File: src/rtl/seq_pkg.sv
// Shared encodings for the program-counter sequencer: branch opcodes and FSM states.
package seq_pkg;

   localparam logic [2:0] BROP_SEQ  = 3'b000;
   localparam logic [2:0] BROP_BRZ  = 3'b001;
   localparam logic [2:0] BROP_BRN  = 3'b010;
   localparam logic [2:0] BROP_CALL = 3'b011;
   localparam logic [2:0] BROP_BR   = 3'b100;
   localparam logic [2:0] BROP_RET  = 3'b101;

   typedef enum logic [1:0] {
      ST_BOOT  = 2'd0,
      ST_RUN   = 2'd1,
      ST_FAULT = 2'd2
   } state_t;

endpackage

File: src/rtl/ras_stack.sv
// Hardware return-address stack: LIFO of RAS_DEPTH entries, top readable the cycle after a push.
module ras_stack #(
   parameter int ADDR_W    = 8,
   parameter int RAS_DEPTH = 4
) (
   input  logic              clk,
   input  logic              rst,
   input  logic              push,
   input  logic              pop,
   input  logic [ADDR_W-1:0] din,
   output logic [ADDR_W-1:0] top,
   output logic              empty,
   output logic              full
);

   localparam int IDX_W = $clog2(RAS_DEPTH);
   localparam int PTR_W = IDX_W + 1;

   logic [ADDR_W-1:0] mem [RAS_DEPTH];
   logic [PTR_W-1:0]  count_reg;
   logic [PTR_W-1:0]  top_ptr;

   // Contents are don't-care after reset; only the occupancy count is cleared.
   always_ff @(posedge clk) begin
      if (!rst) begin
         count_reg <= '0;
      end else if (push && !full) begin
         mem[count_reg[IDX_W-1:0]] <= din;
         count_reg <= count_reg + 1'b1;
      end else if (pop && !empty) begin
         count_reg <= count_reg - 1'b1;
      end
   end

   assign top_ptr = count_reg - 1'b1;
   assign top     = mem[top_ptr[IDX_W-1:0]];
   assign empty   = (count_reg == '0);
   assign full    = (count_reg == PTR_W'(RAS_DEPTH));

endmodule

File: src/rtl/pc_sequencer.sv
// Program-counter sequencer: BOOT/RUN/FAULT FSM, next-PC selection and RAS trap logic.
module pc_sequencer
   import seq_pkg::*;
#(
   parameter int ADDR_W    = 8,
   parameter int PC_STEP   = 2,
   parameter int RAS_DEPTH = 4
) (
   input  logic              clk,
   input  logic              rst,
   input  logic              stall,
   input  logic [2:0]        brop,
   input  logic              zero,
   input  logic              neg,
   input  logic [ADDR_W-1:0] br_addr,
   output logic [ADDR_W-1:0] pc,
   output logic              ras_empty,
   output logic              ras_full,
   output logic              fault
);

   state_t            state_reg, state_next;
   logic [ADDR_W-1:0] pc_reg, pc_next;
   logic [ADDR_W-1:0] seq_addr;
   logic [ADDR_W-1:0] ras_top;
   logic              push, pop;

   assign seq_addr = pc_reg + ADDR_W'(PC_STEP);

   always_ff @(posedge clk) begin
      if (!rst) begin
         state_reg <= ST_BOOT;
         pc_reg    <= '0;
      end else begin
         state_reg <= state_next;
         pc_reg    <= pc_next;
      end
   end

   always_comb begin
      state_next = state_reg;
      pc_next    = pc_reg;
      push       = 1'b0;
      pop        = 1'b0;
      case (state_reg)
         ST_BOOT: begin
            state_next = ST_RUN;
            pc_next    = '0;
         end
         ST_RUN: begin
            if (!stall) begin
               case (brop)
                  BROP_BRZ: pc_next = zero ? br_addr : seq_addr;
                  BROP_BRN: pc_next = neg ? br_addr : seq_addr;
                  BROP_BR:  pc_next = br_addr;
                  // A trapped CALL/RET leaves pc and the stack untouched.
                  BROP_CALL: begin
                     if (ras_full) begin
                        state_next = ST_FAULT;
                     end else begin
                        push    = 1'b1;
                        pc_next = br_addr;
                     end
                  end
                  BROP_RET: begin
                     if (ras_empty) begin
                        state_next = ST_FAULT;
                     end else begin
                        pop     = 1'b1;
                        pc_next = ras_top;
                     end
                  end
                  default: pc_next = seq_addr;
               endcase
            end
         end
         default: begin
            state_next = ST_FAULT;
         end
      endcase
   end

   ras_stack #(
      .ADDR_W   (ADDR_W),
      .RAS_DEPTH(RAS_DEPTH)
   ) u_ras (
      .clk  (clk),
      .rst  (rst),
      .push (push),
      .pop  (pop),
      .din  (seq_addr),
      .top  (ras_top),
      .empty(ras_empty),
      .full (ras_full)
   );

   assign pc    = pc_reg;
   assign fault = (state_reg == ST_FAULT);

endmodule

File: config.mk
export PLATFORM = sky130hd
export DESIGN_NAME = pc_sequencer
export DESIGN_NICKNAME = d
export VERILOG_FILES = /design/src/rtl/seq_pkg.sv /design/src/rtl/ras_stack.sv /design/src/rtl/pc_sequencer.sv
export SDC_FILE = /design/constraint.sdc
export NUM_CORES = 1
export LEC_CHECK = 0
export ABC_CLOCK_PERIOD_IN_PS = 2850
export CELL_PAD_IN_SITES_DETAIL_PLACEMENT = 0
export CELL_PAD_IN_SITES_GLOBAL_PLACEMENT = 1
export CORE_MARGIN = 1
export CORE_UTILIZATION = 47
export CTS_BUF_LIST = sky130_fd_sc_hd__clkbuf_4 sky130_fd_sc_hd__clkbuf_8
export DETAILED_ROUTE_END_ITERATION = 7
export PLACE_DENSITY_LB_ADDON = 0.1
export RECOVER_POWER = 50
export SLEW_MARGIN = 20
export SYNTH_ARGS = -nofsm -noshare
export SYNTH_HDL_FRONTEND = slang
export SYNTH_HIERARCHICAL = 1
export SYNTH_SLANG_ARGS = --single-unit
File: constraint.sdc
create_clock -name clk -period 2.85 [get_ports clk]
set_clock_uncertainty 0.2 [all_clocks]
set_input_delay 0.4275 -clock clk [delete_from_list [all_inputs] [get_ports clk]]
set_output_delay 0.4275 -clock clk [all_outputs]
set_load 0.01 [all_outputs]
-- Word-level counts from Yosys, hierarchy flattened
Memory sizes are Yosys's and may differ from the RTL's.
Cells that the tools add are included.
- RAM bits: 32
- register bits after elaboration: 13
- input port bits: 16
- memories kept: 1
- reductions and logical operators: 10
- equality and inequality tests: 14
- add/sub/neg operators: 3
- multiplexer cells: 25
- memories (memory ; words ; width ; read ports ; clocked after memory_dff ; wr ports ; line ; text):
    u_ras.mem ; 4 ; 8 ; 1 ; 0 ; 1 ; ras_stack.sv:19 ; logic [ADDR_W-1:0] mem [RAS_DEPTH];
- operators by type and width (cell ; number):
    $mux 8 ; 5
    $pmux 8 s5 ; 1
    $pmux 8 s2 ; 1
    $mux 1 ; 11
    $eq 3x3->1 const B ; 3
    $ne 3x2->1 const B ; 3
    $add 8x2->8 const B ; 1
    $pmux 2 s2 ; 2
    $reduce_and 4->1 ; 2
    $eq 3x2->1 const B ; 2
    $mux 2 ; 3
    $mux 3 ; 2
    $ne 3x3->1 const B ; 2
    $reduce_bool 2->1 ; 2
    $add 3x1->3 const B ; 1
    $eq 3x1->1 const B ; 1
    $logic_not 3->1 ; 1
    $sub 3x1->3 const B ; 1
    $eq 2x1->1 const B ; 1
    $eq 2x2->1 const B ; 1
    $logic_and 1x1->1 ; 2
    $logic_not 1->1 ; 2
    $logic_not 2->1 ; 1
    $ne 2x2->1 const B ; 1

-- Depth between registers and ports, before layout
Gate-level depths: netlist of the first run.
- word-level depth: 9
- gate-level depth with buffers: 10
- depth with buffers taken out: 8

-- Modules after synthesis
The synthesis of the first run kept the hierarchy.
- modules (own cells, without submodules) (module ; times used ; cells an instance ; area each (sq um)):
    ras_stack ; 1 ; 76 ; 1453.9
    pc_sequencer ; 1 ; 92 ; 734.5

-- Least setup slack after synthesis of the first run
No wires, ideal clock.
- path type: register to register
- start point: reg u_ras.count_reg[0]
- end point: mem u_ras.mem[0][0] (enable)
- required time: 2.340 ns
- library setup time: 0.310 ns
- cell stages (with the launch flop): 9
- arrival: 2.031 ns
- slack: 0.309 ns
- path through: dfxtp_1 -> buf_4 -> inv_1 -> ha_1 -> and2_2 -> nor4b_1 -> a21boi_2 -> buf_6 -> and3_2
- word-level cells in the longest chain between the ends: 9
- elaborated cells on any way between the ends: 10
- classes of those cells: eq/ne: 1; mux: 7; reduce/logical: 2
- RTL lines (item ; line ; text):
    start: declaration ; ras_stack.sv:20 ; logic [PTR_W-1:0] count_reg;
    start signal: assignment ; ras_stack.sv:29 ; count_reg <= count_reg + 1'b1;
    start signal: assignment ; ras_stack.sv:31 ; count_reg <= count_reg - 1'b1;
    $eq 3x3->1 ; ras_stack.sv:38 ; assign full = (count_reg == PTR_W'(RAS_DEPTH));
    named net ras_full ; pc_sequencer.sv:18 ; output logic ras_full,
    $mux 1 ; pc_sequencer.sv:58 ; if (ras_full) begin
    $mux 1 ; pc_sequencer.sv:52 ; case (brop)
    $mux 1 ; pc_sequencer.sv:51 ; if (!stall) begin
    $mux 1 ; pc_sequencer.sv:45 ; case (state_reg)
    named net push ; pc_sequencer.sv:26 ; logic push, pop;
    $logic_and 1x1->1 ; ras_stack.sv:27 ; end else if (push && !full) begin
    $mux 1 ; ras_stack.sv:27 ;
    $mux 1 ; ras_stack.sv:25 ; if (!rst) begin
    $mux 1 (not written as such) ; ras_stack.sv:28 ; mem[count_reg[IDX_W-1:0]] <= din;
    end: declaration ; ras_stack.sv:19 ;
The timed path passes the listed nets, and every way through them passes these cells.

-- Worst setup path after layout of the first run
- start point: in brop[2]
- end point: mem u_ras.mem[3][3] (enable)
- word-level cells in the longest chain between the ends: 8
- RTL lines (item ; line ; text):
    start: declaration ; pc_sequencer.sv:12 ; input logic [2:0] brop,
    $eq 3x2->1 ; pc_sequencer.sv:52 ;
    $mux 1 ; pc_sequencer.sv:52 ;
    $mux 1 ; pc_sequencer.sv:51 ;
    $mux 1 ; pc_sequencer.sv:45 ;
    named net push ; pc_sequencer.sv:26 ;
    $logic_and 1x1->1 ; ras_stack.sv:27 ;
    $mux 1 ; ras_stack.sv:27 ;
    $mux 1 ; ras_stack.sv:25 ;
    $mux 1 (not written as such) ; ras_stack.sv:28 ;
The timed path passes the listed nets, and every way through them passes these cells.

==> results of run 1 <==
==> synthesized netlist by cell type, types with 3 or more instances <==
library cell,n
ha_1,7
a22oi_1,3
nor3_1,3
and3_2,4
or3_1,3
edfxtp_1,32
mux4_2,8
nor2_1,13
xor2_1,3
dfxtp_1,13
buf_4,3
a221o_1,7
a21oi_1,4
nor2b_1,5
nand2_1,12
a31oi_1,3
inv_1,7
==> layout by cell type (no fill, tap or decap), types with 4 or more instances in the layout <==
master | netlist | layout
nand2_1 | 12 | 12
a21oi_1 | 4 | 5
dlygate4sd3_1 | 0 | 9
clkdlybuf4s50_1 | 0 | 17
buf_4 | 3 | 5
mux4_2 | 8 | 8
nor2_1 | 13 | 13
nor2b_1 | 5 | 5
ha_1 | 7 | 7
a221o_1 | 7 | 7
inv_1 | 7 | 7
edfxtp_1 | 32 | 32
dfxtp_1 | 13 | 13
clkbuf_8 | 0 | 5
and3_2 | 4 | 4
==> final cells by class <==
cell class | instances | share of cell area, %
sequential | 45 | 46.8
multi-input combinational | 109 | 33.8
timing repair buffer | 31 | 11.4
clock buffer | 5 | 2.64
tap | 52 | 2.49
clock inverter | 3 | 1.82
inverter | 7 | 1.01
==> stage by stage <==
step | setup slack, ns | util, % | hold WS [ns] | total power [mW]
5_1_grt | 0.277 | 59.1 | 0.374 | 1.37
4_1_cts | 0.440 | 59.2 | 0.344 | 1.33
6_report | 0.467 | 59.1 | 0.333 | 1.32
3_5_place_dp | 0.140 | 56.5 | 0.325 | 0.833
2_1_floorplan | 0.309 | - | 0.283 | 0.784
3_3_place_gp | 0.234 | 56.5 | 0.325 | 0.831
==> how the worst max path moves through the flow <==
stage / to / slack, ns / cells after the start
floorplan: u_ras/mem[0][0] / 0.31 / 8
global placement: u_ras/mem[3][2] / 0.23 / 5
detailed placement: u_ras/mem[2][2] / 0.14 / 5
CTS: ras_empty / 0.44 / 4
global route: u_ras/mem[3][3] / 0.28 / 6
finish: u_ras/mem[3][3] / 0.47 / 5
==> power by group through the flow <==
stage / registers (mW) / logic (mW) / clock network, mW
3_3_place_gp: 0.725 / 0.106 / 0
6_report: 0.709 / 0.107 / 0.502
4_1_cts: 0.710 / 0.109 / 0.513
2_1_floorplan: 0.725 / 0.0593 / 0
3_5_place_dp: 0.725 / 0.108 / 0
5_1_grt: 0.711 / 0.115 / 0.541
==> worst max-delay path: cells and delay by family <==
| family | cells | cell delay (ns) |
|---|---|---|
| and+or+nand+nor | 3 | 0.92 |
| buffers and inverters | 1 | 0.53 |
| AOI/OAI and AO/OA | 1 | 0.29 |
==> kinds of logic after synthesis <==
logic type,share of synthesized area (%)
adders and majority gates,4.00
buffers and inverters,3.72
and+or+nand+nor,14.6
AOI/OAI and AO/OA,10.7
DFF,55.8
xor gates and xnor gates,2.00
muxes,9.15
==> metal layers <==
metal / vias to the layer above / routed length, um / global-route usage (%)
met3: 2 / 162 / 4.47
met2: 39 / 2330 / 33.1
met1: 741 / 1890 / 24.3
li1: 699 / - / -
met5: - / 0 / 0
met4: 0 / 13 / 4.00
==> flow_metrics.tcl, run 1 <==
set metrics [dict create \
    hold_class "flop to flop" \
    antenna_found_initial 0 \
    grt_remaining_overflow 0 \
    multi_input_area_um2 882 \
    rr_endpoint "u_ras/mem[3][3]" \
    clk_pin_slew_worst_paths_ns 0.09 \
    rr_startpoint "u_ras/count_reg[1]" \
    grt_pass1_wl_mm 7.06 \
    ff2ff_setup_slack_ns 0.47 \
    die_x_um 70.2 \
    crit_type "input pin to flop" \
    reg2regPathDepth 6 \
    fin_crit_ns 2.38 \
    yosys.area.top_type_share_pct 43.9 \
    antennaDiodeCount 0 \
    grt_max_degree 17 \
    cp_max_fo 8 \
    initial_utilization_pct 49.6 \
    post_cts_buffers 0 \
    fin_crit_sh_pct 83.6 \
    layout.nets 222 \
    ys_seq_area_share_pct 55.8 \
    slowest_stage "clkdlybuf4s50_1" \
    syn_area_um2 2190 \
    drc 0 \
    cts_root_buf "clkbuf_8" \
    path_cells "clkdlybuf4s50_1 > nand2b_4 > nor4b_1 > a21boi_2 > and3_2" \
    p_clk_share_pct 38.1 \
    syn_area_per_cell_um2 13.0 \
    status "finished clean" \
    dp_hpwl_mm 3.37 \
    holdPathStages 1 \
    place_area_um2 2500 \
    wl_per_cell_um 17.4 \
    numPortBuffers 26 \
    end_kind "flop" \
    synthCells 168 \
    ys.flop_type "edfxtp_1" \
    vias_per_cell 5.88 \
    final_cells 252 \
    seqPwrFrac_pct 53.8 \
    yosys_warnings 6 \
    place_congestion 0.828 \
    cts_tree "yes" \
    regArea_um2 1220 \
    vias 1481 \
    report.final.setup_viol 0 \
    final_max_slew_viol_count 0 \
    p_leak_nw 0.947 \
    die-area_um2 4930 \
    synth_async_sr_flop_share_pct 0 \
    ys_types 44 \
    max-vdd-ir-drop_mv 0.290 \
    synth_top_area_cell "edfxtp_1" \
    switching_share_pct 22.2 \
    io_pins 27 \
    tightest_slew_ns 0.493 \
    routed_wl_mm 4.40 \
    setup.worst_path.start "brop[2]" \
    setup_tns_ns 0 \
    post_cts_resized 0 \
    cts_buffers 5 \
    syn_nets 191 \
    synth-seq-cells 45 \
    final_cell_area_um2 2610 \
    clock.fmax_mhz 420 \
    power_density_nw_per_um2 505 \
    cts_buffer_depth 2 \
    cp-start-kind "input pin" \
    largest_reg_flops 32 \
    drive_above_1_share_pct 15.0 \
    die_h_um 70.2 \
    hp-start "pc[7]" \
    synth.area.top_cells "edfxtp_1 44%, dfxtp_1 12%, mux4_2 8.2%, ha_1 4.0%, a221o_1 3.2%" \
    max_cap_violations 0 \
    rows 24 \
    p_int_mw 1.02 \
    crit_arrival_ns 2.18 \
    dp_cells 244 \
    firstDrtPassIters 4 \
    power.share.combinational_pct 8.1 \
    rsz0062_at_grt "false" \
    clock_sinks 45 \
    ant_nets 0 \
    final-hold-violation-count 0 \
    synth_edf_count 32 \
    drtIter0Drc 74 \
    grtUsageTotal_pct 19.1 \
    area_growth_pct 19.2 \
    htree_levels 2 \
    critPathRequiredTime_ns 2.64 \
    p_sw_uw 293 \
    hold_end "pc[7]" \
    critical_path.max_stage_delay_ns 0.53 \
    ctsHoldBuffers 0 \
    fill_cells 357 \
    coreArea_um2 4410 \
    relSlewSlack_pct 66.9 \
    clk_latency_ns 0.30 \
    grt_pass1_vias 1380 \
]
Note: power is estimated with default switching activity, not from simulation.
==> run 2, diff against run 1 <==
- ABC_CLOCK_PERIOD_IN_PS: 2850 -> 2400
- clock period: 2.85 -> 2.4 ns (I/O delays scaled with it)
==> run 2 against run 1 <==
Effect of this change: worst hold slack better by 0.0060 ns; global-route usage up 1.3 points; flip-flop and latch count unchanged; largest power group unchanged; register-to-register slack worse by 0.30 ns; critical path depth unchanged; highest routed layer unchanged.
==> flow_metrics.tcl, run 2 (synthesized netlist as in run 1, its figures left out) <==
set metrics [dict create \
    status "finished clean" \
    utilization_pct 60.4 \
    die_x_um 70.2 \
    fin_ws_ns 0.0814 \
    ant_nets 0 \
    wl_per_cell_um 16.8 \
    io_pins 27 \
    grt.busiest_layer "met2" \
    rsz0062_at_grt "false" \
    p_leak_nw 0.979 \
    largest_reg_flops 32 \
    final_cell_area_um2 2670 \
    rows 24 \
    area_growth_pct 21.8 \
    fill_cells 346 \
    layout_common_cells "32 x edfxtp_1, 17 x clkdlybuf4s50_1, 14 x buf_4" \
    clk_latency_ns 0.29 \
    numPortBuffers 26 \
    ctsHoldBuffers 0 \
    report.final.setup_viol 0 \
    relSlewSlack_pct 69.4 \
    end_kind "output pin" \
    vias 1485 \
    mostFrequentLayoutCell "edfxtp_1" \
    critical_path.max_stage_delay_ns 0.52 \
    grt_use_met1_pct 25.4 \
    ff2ff_setup_slack_ns 0.17 \
    fin_crit_ns 2.32 \
    routed_wl_mm 4.42 \
    fin_crit_sh_pct 96.6 \
    slowest_stage "clkdlybuf4s50_1" \
    use_met2_pct 34.1 \
    cts_buffers 5 \
    hold_class "flop to flop" \
    crit_top_cell "ha_1" \
    coreArea_um2 4410 \
    critPathRequiredTime_ns 1.84 \
    antenna_found_initial 0 \
    cts_root_buf "clkbuf_8" \
    place_area_um2 2580 \
    cts_buffer_depth 2 \
    max_cap_violations 0 \
    clock.fmax_mhz 431 \
    drc 0 \
    layout.nets 233 \
    die-area_um2 4930 \
    die_h_um 70.2 \
    cts_tree "yes" \
    grtUsageTotal_pct 20.4 \
    drive_above_1_share_pct 19.4 \
    final_max_slew_viol_count 0 \
    cp-start-kind "flop" \
    htree_levels 2 \
    dp_hpwl_mm 3.46 \
    tightest_slew_ns 0.458 \
    firstDrtPassIters 4 \
    finalPower_mw 1.44 \
    grt_max_degree 15 \
    cp_max_fo 4 \
    post_cts_buffers 0 \
    post_cts_resized 0 \
    drtIter0Drc 61 \
    cp_num_buf_inv 3 \
    initial_utilization_pct 49.6 \
    power_density_nw_per_um2 542 \
    crit_arrival_ns 1.76 \
    grt_remaining_overflow 0 \
    final-hold-violation-count 0 \
    grtUsageMet3_pct 4.62 \
    clk_pin_slew_worst_paths_ns 0.08 \
    grt_pass1_wl_mm 7.53 \
    max-vdd-ir-drop_mv 0.304 \
    vias_per_cell 5.65 \
    place_ws_ns -0.0207 \
    crit_type "flop to output pin" \
    critical-path-top-delay-family "buffers and inverters" \
    place_congestion 0.909 \
    grt_pass1_vias 1533 \
    antennaDiodeCount 0 \
    path_cells "inv_1 > ha_1 > ha_1 > buf_4 > clkdlybuf4s50_1" \
    clock_sinks 45 \
]
==> run 2: cell type report <==
cell class	count	area (um^2)	share of cell area (%)
clock buffers	6	76.3	2.86
clock inverters	2	11.3	0.422
inverters	7	26.3	0.985
multi-input cells	109	891	33.4
flip-flops and latches	45	1220	45.8
well taps	52	65.1	2.44
repair buffers	42	374	14.0
==> run 2: path summary, 6_finish.rpt <==
path | depth (start not counted) | from | end
min | 1 | pc[7] | pc[7]
max reg2reg | 6 | u_ras/count_reg[0] | u_ras/mem[0][3]
max | 5 | u_ras/count_reg[1] | ras_empty
min reg2reg | 1 | pc[7] | pc[7]
==> run 2: where the power goes <==
group / leakage [nW] / total (mW) / switching, mW / internal [mW]
sequential: 0.400 / 0.843 / 0.00797 / 0.835
clock: 0.0423 / 0.461 / 0.248 / 0.213
combinational: 0.537 / 0.141 / 0.0660 / 0.0746
==> run 2: per-stage QoR <==
step / instances / TNS [ns] / hold slack [ns]
after floorplan: 168 / -1.23 / 0.282
after global placement: 255 / 0 / 0.330
after detailed placement: 255 / -0.547 / 0.333
after CTS: 263 / 0 / 0.352
after global routing: 263 / 0 / 0.380
final: 263 / 0 / 0.339
==> run 2: per-layer routing <==
| metal | wire (um) | part of all wire (%) |
|---|---|---|
| met5 | 0 | 0 |
| met3 | 161 | 3.6 |
| met2 | 2220 | 50 |
| met4 | 107 | 2.4 |
| met1 | 1930 | 44 |
